<file path="config.mk">
export PLATFORM = sky130hd
export DESIGN_NAME = rl_pi_ctrl_flat
export DESIGN_NICKNAME = d
export VERILOG_FILES = /design/src/rtl/rl_pi_ctrl_if.sv /design/src/rtl/rl_pi_ctrl.sv /design/src/flat_wrapper.sv
export SDC_FILE = /design/constraint.sdc
export NUM_CORES = 1
export LEC_CHECK = 0
export CAP_MARGIN = 0
export CORE_MARGIN = 1
export CORE_UTILIZATION = 35
export CTS_BUF_LIST = sky130_fd_sc_hd__clkbuf_4 sky130_fd_sc_hd__clkbuf_8
export DETAILED_ROUTE_END_ITERATION = 8
export PLACE_DENSITY = 0.56
export SYNTH_ARGS = -nofsm -noshare
export SYNTH_HDL_FRONTEND = slang
export SYNTH_SLANG_ARGS = --single-unit
</file>
<file path="constraint.sdc">
create_clock -name clk -period 3.85 [get_ports clk]
set_input_delay 0.77 -clock clk [delete_from_list [all_inputs] [get_ports clk]]
set_output_delay 0.77 -clock clk [all_outputs]
set_load 0.02 [all_outputs]
</file>
<file path="src/rtl/rl_pi_ctrl_if.sv">
// Sample/result handshake bundle for the PI current controller.
// The master drives the current samples and result acceptance; the slave is the controller.
interface rl_pi_ctrl_if;
  logic signed [31:0] i_ref;
  logic signed [31:0] i_meas;
  logic               in_valid;
  logic               in_ready;
  logic               integ_clr;
  logic signed [15:0] u_cmd;
  logic               out_valid;
  logic               out_ready;
  logic               sat;

  modport master (
    output i_ref, i_meas, in_valid, integ_clr, out_ready,
    input  in_ready, u_cmd, out_valid, sat
  );

  modport slave (
    input  i_ref, i_meas, in_valid, integ_clr, out_ready,
    output in_ready, u_cmd, out_valid, sat
  );
endinterface

</file>
<file path="src/rtl/rl_pi_ctrl.sv">
// Sequential PI current controller: one pipeline step per state, clamped Q0 voltage output.
// Optional macro RL_PI_ANTIWINDUP_EN freezes the integrator while pushing further into saturation.
//
// state | meaning
// IDLE  | in_ready high, waiting for a sample
// ERR   | err = i_ref - i_meas
// PROD  | p = KP*err, k = KI*err
// ACC   | integrator update (clear / saturating add / hold)
// SUM   | s = (p + integ) >>> 8
// SAT   | clamp s into u_cmd, raise out_valid
// OUT   | hold result until out_ready
module rl_pi_ctrl #(
  parameter int signed KP    = 4,
  parameter int signed KI    = 1,
  parameter int signed U_MAX = 200,
  parameter int signed U_MIN = -200
) (
  input  logic         clk,
  input  logic         rst,
  rl_pi_ctrl_if.slave  bus
);

  typedef enum logic [2:0] {
    IDLE = 3'd0,
    ERR  = 3'd1,
    PROD = 3'd2,
    ACC  = 3'd3,
    SUM  = 3'd4,
    SAT  = 3'd5,
    OUT  = 3'd6
  } state_t;

  localparam logic signed [47:0] INTEG_POS_LIM = {1'b0, {47{1'b1}}};
  localparam logic signed [47:0] INTEG_NEG_LIM = {1'b1, {47{1'b0}}};

  state_t             state_q, state_d;
  logic signed [31:0] ref_q, ref_d;
  logic signed [31:0] meas_q, meas_d;
  logic               clr_q, clr_d;
  logic signed [32:0] err_q, err_d;
  logic signed [47:0] p_q, p_d;
  logic signed [47:0] k_q, k_d;
  logic signed [47:0] integ_q, integ_d;
  logic signed [47:0] s_q, s_d;
  logic signed [15:0] u_q, u_d;
  logic               sat_q, sat_d;
  logic               ov_q, ov_d;
  logic signed [48:0] acc_sum;
  logic               integ_hold;
`ifdef RL_PI_ANTIWINDUP_EN
  logic               sat_hi_q, sat_hi_d;
  logic               sat_lo_q, sat_lo_d;
`endif

  assign bus.in_ready  = (state_q == IDLE);
  assign bus.u_cmd     = u_q;
  assign bus.sat       = sat_q;
  assign bus.out_valid = ov_q;

  always_comb begin
    acc_sum = 49'(integ_q) + 49'(k_q);
`ifdef RL_PI_ANTIWINDUP_EN
    // Flags come from the previous result, so a wound-up integrator stops growing.
    integ_hold = (sat_hi_q && (err_q > 33'sd0)) || (sat_lo_q && (err_q < 33'sd0));
`else
    integ_hold = 1'b0;
`endif
  end

  always_comb begin
    state_d = state_q;
    ref_d   = ref_q;
    meas_d  = meas_q;
    clr_d   = clr_q;
    err_d   = err_q;
    p_d     = p_q;
    k_d     = k_q;
    integ_d = integ_q;
    s_d     = s_q;
    u_d     = u_q;
    sat_d   = sat_q;
    ov_d    = ov_q;
`ifdef RL_PI_ANTIWINDUP_EN
    sat_hi_d = sat_hi_q;
    sat_lo_d = sat_lo_q;
`endif
    case (state_q)
      IDLE: begin
        if (bus.in_valid) begin
          ref_d   = bus.i_ref;
          meas_d  = bus.i_meas;
          clr_d   = bus.integ_clr;
          state_d = ERR;
        end
      end
      ERR: begin
        err_d   = 33'(ref_q) - 33'(meas_q);
        state_d = PROD;
      end
      PROD: begin
        p_d     = 48'(err_q) * 48'(KP);
        k_d     = 48'(err_q) * 48'(KI);
        state_d = ACC;
      end
      ACC: begin
        if (clr_q) begin
          integ_d = '0;
        end else if (!integ_hold) begin
          if (acc_sum[48] != acc_sum[47]) begin
            integ_d = acc_sum[48] ? INTEG_NEG_LIM : INTEG_POS_LIM;
          end else begin
            integ_d = acc_sum[47:0];
          end
        end
        state_d = SUM;
      end
      SUM: begin
        s_d     = (p_q + integ_q) >>> 8;
        state_d = SAT;
      end
      SAT: begin
        if (s_q > 48'(U_MAX)) begin
          u_d   = 16'(U_MAX);
          sat_d = 1'b1;
        end else if (s_q < 48'(U_MIN)) begin
          u_d   = 16'(U_MIN);
          sat_d = 1'b1;
        end else begin
          u_d   = s_q[15:0];
          sat_d = 1'b0;
        end
`ifdef RL_PI_ANTIWINDUP_EN
        sat_hi_d = (s_q > 48'(U_MAX));
        sat_lo_d = (s_q < 48'(U_MIN));
`endif
        ov_d    = 1'b1;
        state_d = OUT;
      end
      OUT: begin
        if (bus.out_ready) begin
          ov_d    = 1'b0;
          state_d = IDLE;
        end
      end
      default: state_d = IDLE;
    endcase
  end

  always_ff @(posedge clk or negedge rst) begin
    if (!rst) begin
      state_q <= IDLE;
      ref_q   <= '0;
      meas_q  <= '0;
      clr_q   <= 1'b0;
      err_q   <= '0;
      p_q     <= '0;
      k_q     <= '0;
      integ_q <= '0;
      s_q     <= '0;
      u_q     <= '0;
      sat_q   <= 1'b0;
      ov_q    <= 1'b0;
`ifdef RL_PI_ANTIWINDUP_EN
      sat_hi_q <= 1'b0;
      sat_lo_q <= 1'b0;
`endif
    end else begin
      state_q <= state_d;
      ref_q   <= ref_d;
      meas_q  <= meas_d;
      clr_q   <= clr_d;
      err_q   <= err_d;
      p_q     <= p_d;
      k_q     <= k_d;
      integ_q <= integ_d;
      s_q     <= s_d;
      u_q     <= u_d;
      sat_q   <= sat_d;
      ov_q    <= ov_d;
`ifdef RL_PI_ANTIWINDUP_EN
      sat_hi_q <= sat_hi_d;
      sat_lo_q <= sat_lo_d;
`endif
    end
  end

endmodule

</file>
<file path="src/flat_wrapper.sv">
// flat-port wrapper written by rule: the top's interface ports become plain ports
module rl_pi_ctrl_flat 
#(
  parameter int signed KP    = 4,
  parameter int signed KI    = 1,
  parameter int signed U_MAX = 200,
  parameter int signed U_MIN = -200
)
  (clk, rst, bus_i_ref, bus_i_meas, bus_in_valid, bus_integ_clr, bus_out_ready, bus_in_ready, bus_u_cmd, bus_out_valid, bus_sat);
  rl_pi_ctrl_if bus_i ();
  input  logic clk;
  input  logic rst;
  input wire logic [$bits(bus_i.i_ref)-1:0] bus_i_ref;
  input wire logic [$bits(bus_i.i_meas)-1:0] bus_i_meas;
  input wire logic [$bits(bus_i.in_valid)-1:0] bus_in_valid;
  input wire logic [$bits(bus_i.integ_clr)-1:0] bus_integ_clr;
  input wire logic [$bits(bus_i.out_ready)-1:0] bus_out_ready;
  output wire logic [$bits(bus_i.in_ready)-1:0] bus_in_ready;
  output wire logic [$bits(bus_i.u_cmd)-1:0] bus_u_cmd;
  output wire logic [$bits(bus_i.out_valid)-1:0] bus_out_valid;
  output wire logic [$bits(bus_i.sat)-1:0] bus_sat;
  assign bus_i.i_ref = bus_i_ref;
  assign bus_i.i_meas = bus_i_meas;
  assign bus_i.in_valid = bus_in_valid;
  assign bus_i.integ_clr = bus_integ_clr;
  assign bus_i.out_ready = bus_out_ready;
  assign bus_in_ready = bus_i.in_ready;
  assign bus_u_cmd = bus_i.u_cmd;
  assign bus_out_valid = bus_i.out_valid;
  assign bus_sat = bus_i.sat;
  rl_pi_ctrl #(.KP(KP), .KI(KI), .U_MAX(U_MAX), .U_MIN(U_MIN)) u_core (.clk(clk), .rst(rst), .bus(bus_i));
endmodule
</file>
==> reports/metrics.yaml, run 1 <==
die:
  num_rows: 74
  die_area_um2: 43000
  die_h_um: 207
  start_util_pct: 35.8
  ioPinCount: 88
  core_area_um2: 41200
  die_w_um: 207
global_routing:
  grt_pass1_wl_mm: 60.2
  grt.total_usage_pct: 17.1
  grt_max_degree: 87
  grt_pass1_vias: 11300
  grt-ovfl-total: 0
  antenna_found_initial: 1
cts:
  cts_resized: 0
  cts_tree: "yes"
  post-cts-setup-buffer-count: 0
  numCtsBuffers: 45
  htree_levels: 2
  cts_sinks: 240
  holdBufCountCts: 0
  clk_path_buf_depth: 3
  clkTransAtPathRegs_ns: 0.07
  insertion_delay_ns: 0.61
  cts.root.buffer_cell: "clkbuf_8"
sta:
  setup_tns_ns: 0
  max_freq_ghz: 0.281
  fin_worst_skew_ns: 0.0129
  finalCritPeriodShare_pct: 92.6
  slew_headroom_pct: 35.8
  setup_viol: 0
  drv_slew: 0
  rsz0062_at_grt: "no"
  period_minus_slack_ns: 3.56
  hold_viol_final: 0
  tightestPinTransition_ns: 0.963
place:
  placed_area_um2: 16200
  dp.final_hpwl_mm: 26.5
  gp_congestion: 0.899
  port_buffers: 87
yosys:
  ys_seq_area_share_pct: 40.7
  synth_ff_type: "dfrtp_1"
  synth_area_leaders: "dfrtp_1 41%, ha_1 9.4%, mux2_2 5.1%"
  synth.cells.most_frequent: "240 x dfrtp_1, 179 x nand2_1, 135 x o21ai_0"
  ys_ff_latch: 240
  synth-async-reset-ratio_pct: 100
  synth-edff-count: 0
  yosysTopAreaCellShare_pct: 40.7
  yosysTopAreaCell: "dfrtp_1"
  syn_nets: 1726
  netlist_instances: 1544
  synth_most_common_cell: "dfrtp_1"
  synth_cell_types: 67
  syn_avg_cell_area_um2: 9.55
  synth_warnings: 0
  syn-cell-area_um2: 14700
drt:
  vias_per_cell: 5.30
  route.detailed.drc: 0
  wl_per_cell_um: 16.5
  wl_mm: 36.2
  drt_iter0_markers: 754
  vias: 11700
  detail-route-antenna-nets: 0
  drtPass1Iterations: 5
critical_path:
  critPathMostFrequentCell: "or3_1"
  crit_path_start_kind: "flop"
  critPathTopFamily: "simple AND/OR/NAND/NOR gates"
  crit_buf_inv: 1
  crit_type: "reg -> reg"
  slowest_delay_ns: 0.42
  cp_cell_sequence: "ha_1 > and3_1 > nand3_1 > or3_1 > o22a_1 > o2111a_1 > nor3_1 > or3_1 > nand4_2 > nor3_2 > buf_12 > a221o_1"
  arrival_ns: 4.10
  cp.required_ns: 4.38
  end_kind: "flop"
  cp_max_fo: 47
  crit_path_top_delay_cell: "nor3_1"
power_and_ir_drop:
  cellPowerDensity_nw_per_um2: 1010
  p_leak_nw: 7.87
  peakVddDrop_mv: 0.370
cells_and_area:
  design_area_um2: 17200
  area_growth_pct: 16.9
  drive_above_1_share_pct: 11.6
  fillers: 4008
  fin_nets: 1811
  multi_input_area_um2: 8210
  final_util_pct: 41.8
  ff_latch_area_um2: 6010
hold_path:
  holdCritPathClass: "in -> async"
flow_run:
  cap_violations: 0
run_status:
  outcome: "complete, no violations"
## metal layers
metal | share of wire [%] | up-vias | wire length (um) | global-route usage [%]
li1 | - | 5842 | - | -
met3 | 4.6 | 46 | 1650 | 3.03
met2 | 41 | 252 | 15000 | 24.9
met4 | 1.8 | 0 | 667 | 4.89
met1 | 52 | 5513 | 19000 | 25.5
met5 | 0 | - | 0 | 0
## cell families (layout without fill, tap and decap cells)
group           Yosys count  after routing  share of synthesized area, %
compound gates          467            467                          21.0
simple gates            425            425                          13.7
fa+ha+maj               113            113                          9.69
other cells               0              1                             0
flops                   240            240                          40.7
xor+xnor                 98             98                          5.82
buf+inv                 131            251                          3.73
mux                      70             70                          5.32
## final cells by class
| type | instances | share of cell area (%) |
|---|---|---|
| timing repair buffer | 114 | 6.55 |
| tap | 532 | 3.86 |
| sequential | 240 | 34.9 |
| inverter | 55 | 1.20 |
| multi-input combinational | 1173 | 47.7 |
| clock buffer | 70 | 5.12 |
| antenna | 1 | 0.0145 |
| clock inverter | 12 | 0.726 |
## flip-flops by register name (all words and copies together), names as in the netlist
register and flops:
u_core.integ_q 48, u_core.s_q 40, u_core.err_q 33, u_core.k_q 33, u_core.meas_q 32, u_core.ref_q 32
u_core.bus.u_cmd 16, u_core.state_q 3, u_core.bus.out_valid 1, u_core.bus.sat 1, u_core.clr_q 1
## where the power goes
part	total (mW)	internal [mW]	switching, mW
combinational	10.1	4.40	5.67
sequential	4.59	3.71	0.886
clock	2.73	1.60	1.13
total	17.4	9.71	7.69
## placed cells by master (no fill, tap or decap), types with 27 or more instances in the layout
| master | instances |
|---|---|
| a21o_1 | 53 |
| a21oi_1 | 98 |
| a221o_1 | 49 |
| clkbuf_8 | 57 |
| clkdlybuf4s50_1 | 86 |
| dfrtp_1 | 240 |
| ha_1 | 111 |
| inv_1 | 55 |
| mux2_2 | 67 |
| nand2_1 | 178 |
| nand3_1 | 31 |
| nand4_1 | 31 |
| nor2_1 | 63 |
| nor3_1 | 27 |
| o21ai_0 | 135 |
| xnor2_1 | 50 |
| xor2_1 | 48 |
## per-stage QoR
stage	total power, mW	worst slack [ns]	std cells	hold WS [ns]
after CTS	17.5	0.352	2196	0.103
after global routing	19.0	0.0558	2197	0.130
after floorplan	12.0	0.465	1544	0.444
final	17.4	0.286	2197	0.110
after detailed placement	14.6	0.378	2114	0.463
after global placement	14.5	0.375	2114	0.458
## path summary, 6_finish.rpt
check | from | endpoint | slack (ns) | depth (start not counted)
setup / recovery | u_core.integ_q[18] | u_core.integ_q[9] | 0.29 | 12
hold / removal | rst | u_core.bus.u_cmd[1] | 0.11 | 1
setup reg to reg | u_core.integ_q[18] | u_core.integ_q[9] | 0.29 | 12
hold reg to reg | u_core.bus.u_cmd[13] | u_core.bus.u_cmd[13] | 0.47 | 2
max in group asynchronous | rst | u_core.meas_q[12] | 2.92 | 2
min in group clk | u_core.bus.u_cmd[13] | u_core.bus.u_cmd[13] | 0.47 | 2
Note: power is estimated with default switching activity, not from simulation.
==> inputs of run 2 (changes only) <==
Settings changed: CORE_UTILIZATION 35 to 50, PLACE_DENSITY 0.56 to 0.73.
==> run 2 against run 1 <==
Net effect:
- count of clock-buffer cells in the layout decreased by 4
- critical endpoint is now u_core.integ_q[36]
- total power decreased by 0.26%
- clock skew increased by 0.015 ns
- largest power group unchanged
- utilization increased by 17 points
- clock power decreased by 7.7%
- setup slack got worse by 0.056 ns
==> reports/metrics.yaml, run 2 (synthesis gave the netlist of run 1 again) <==
run_status:
  outcome: "complete, no violations"
drt:
  wl_mm: 34.6
  drtPass1Iterations: 7
  route.detailed.drc: 0
  vias: 12000
  detail-route-antenna-nets: 0
  vias_per_cell: 5.84
  wl_per_cell_um: 16.8
  drt_iter0_markers: 805
power_and_ir_drop:
  p_clk_share_pct: 14.5
  power_frac_seq_pct: 26.3
  swShare_pct: 44.3
  power.total_mw: 17.4
  p_sw_mw: 7.68
  cellPowerDensity_nw_per_um2: 1020
  p_leak_nw: 7.91
  pwr-share-comb_pct: 59.2
  intPower_mw: 9.67
  peakVddDrop_mv: 0.408
die:
  core_area_um2: 28900
  ioPinCount: 88
  die_h_um: 174
  die_w_um: 174
  num_rows: 62
  start_util_pct: 51.1
  die_area_um2: 30200
sta:
  rsz0062_at_grt: "no"
  hold_viol_final: 0
  slew_headroom_pct: 26.4
  fin_worst_skew_ns: 0.0280
  whs_ns: 0.196
  tightestPinTransition_ns: 1.10
  period_minus_slack_ns: 3.62
  setup_viol: 0
  drv_slew: 0
  finalCritPeriodShare_pct: 94.0
  max_freq_ghz: 0.276
cts:
  holdBufCountCts: 0
  htree_levels: 2
  insertion_delay_ns: 0.57
  cts.root.buffer_cell: "clkbuf_8"
  cts_tree: "yes"
  clkTransAtPathRegs_ns: 0.06
  clk_path_buf_depth: 3
  numCtsBuffers: 42
  cts_sinks: 240
critical_path:
  cp_cell_sequence: "ha_1 > fa_1 > a21o_1 > o21ai_1 > a2111o_1 > o211ai_1 > o211ai_1 > o21ai_1 > a211o_1 > nand2_1 > buf_4 > a21oi_4 > buf_12 > a221o_1"
  r2r_setup_slack_ns: 0.23
  r2r-end: "u_core.integ_q[36]"
  crit_path_top_delay_cell: "fa_1"
  cp.required_ns: 4.27
  end_kind: "flop"
  slowest_delay_ns: 0.42
  crit_path_start_kind: "flop"
  cp_max_fo: 37
  crit_type: "reg -> reg"
  timing.rr.start: "u_core.k_q[0]"
  r2r_cells: 14
  arrival_ns: 4.04
cells_and_area:
  final_cell_mix: "240 x dfrtp_1, 178 x nand2_1, 134 x o21ai_0, 111 x ha_1, 98 x a21oi_1"
  largestRegisters: "u_core.integ_q (48), u_core.s_q (40)"
  fin_nets: 1826
  largest_reg_flops: 48
  layout.cells.non_filler: 2060
  regMostFlops: "u_core.integ_q"
  area_growth_pct: 15.9
  final_util_pct: 59.2
  drive_above_1_share_pct: 12.3
  final_common_cell: "dfrtp_1"
  antenna_cells: 0
  fillers: 2469
global_routing:
  grt_pass1_vias: 11500
  grt_pass1_wl_mm: 57.6
  grt.total_usage_pct: 23.0
  grt_max_degree: 88
  antenna_found_initial: 0
  grt-ovfl-total: 0
place:
  gp_congestion: 0.941
  place_inst: 1982
  dp.final_hpwl_mm: 25.0
  port_buffers: 87
hold_path:
  holdCritPathClass: "in -> async"
flow_run:
  cap_violations: 0
run 2: cell types whose count changed in the layout (fill, tap and decap cells not counted), sizes merged:
cell,delta
buf,+18
bufinv,-1
clkbuf,-4
diode,-1
inv,-1
run 2: per-stage QoR:
stage	setup WS [ns]	area, um^2	setup TNS, ns
finish	0.230	17100	0
global route	0.0415	17100	0
CTS	0.153	17100	0
detailed placement	-0.00978	16100	-0.0240
global placement	0.128	16100	0
floorplan	0.465	14700	0
run 2: worst max-delay path by stage:
stage                     slack, ns            endpoint         startpoint
after detailed placement      -0.01   u_core.integ_q[3]  u_core.integ_q[1]
after floorplan                0.46  u_core.integ_q[40]     u_core.k_q[32]
after global routing           0.04      u_core.s_q[33]      u_core.k_q[1]
final                          0.23  u_core.integ_q[36]      u_core.k_q[0]
after CTS                      0.15  u_core.integ_q[36]      u_core.k_q[0]
after global placement         0.13   u_core.integ_q[3]  u_core.integ_q[1]
run 2: cell type report:
cell class,count,area [um^2],area share (%)
inverter,55,206,1.21
clock inverter,10,83.8,0.491
sequential,240,6010,35.1
timing repair buffer,132,1250,7.32
tap,384,480,2.81
multi-input combinational,1173,8230,48.1
clock buffer,66,833,4.88
run 2: timing repair:
item                                    4_1_cts  5_1_grt
buffers inserted                              0        2
endpoints found under the setup margin       36       49
resized for setup                             1        2
pin swaps                                     0        1
cloned                                        0        0
run 2: worst max-delay path, delay by kind of cell (launching register included):
| family | cells | cell delay [ns] |
|---|---|---|
| flip-flops | 1 | 0.39 |
| adder cells (fa/ha/maj) | 2 | 0.66 |
| buffers and inverters | 2 | 0.33 |
| AND/OR/NAND/NOR | 1 | 0.15 |
| AO/OA/AOI/OAI | 9 | 1.93 |
run 2: power by group through the flow:
stage,Sequential (mW),Clock (mW),Combinational [mW]
after floorplan,4.36,0,7.63
after global placement,4.54,0,9.83
after detailed placement,4.59,0,10.1
after CTS,4.56,2.57,10.1
after global routing,4.72,2.68,11.4
final,4.57,2.52,10.3
run 2: metal layers:
metal / share of wire (%) / track usage, % / wire (um) / vias up
met4: 2.5 / 7.24 / 874 / 0
met2: 42 / 34.2 / 14600 / 410
li1: - / - / - / 5876
met3: 6.5 / 3.75 / 2250 / 76
met1: 49 / 34.2 / 16900 / 5664
met5: 0 / 0 / 0 / -
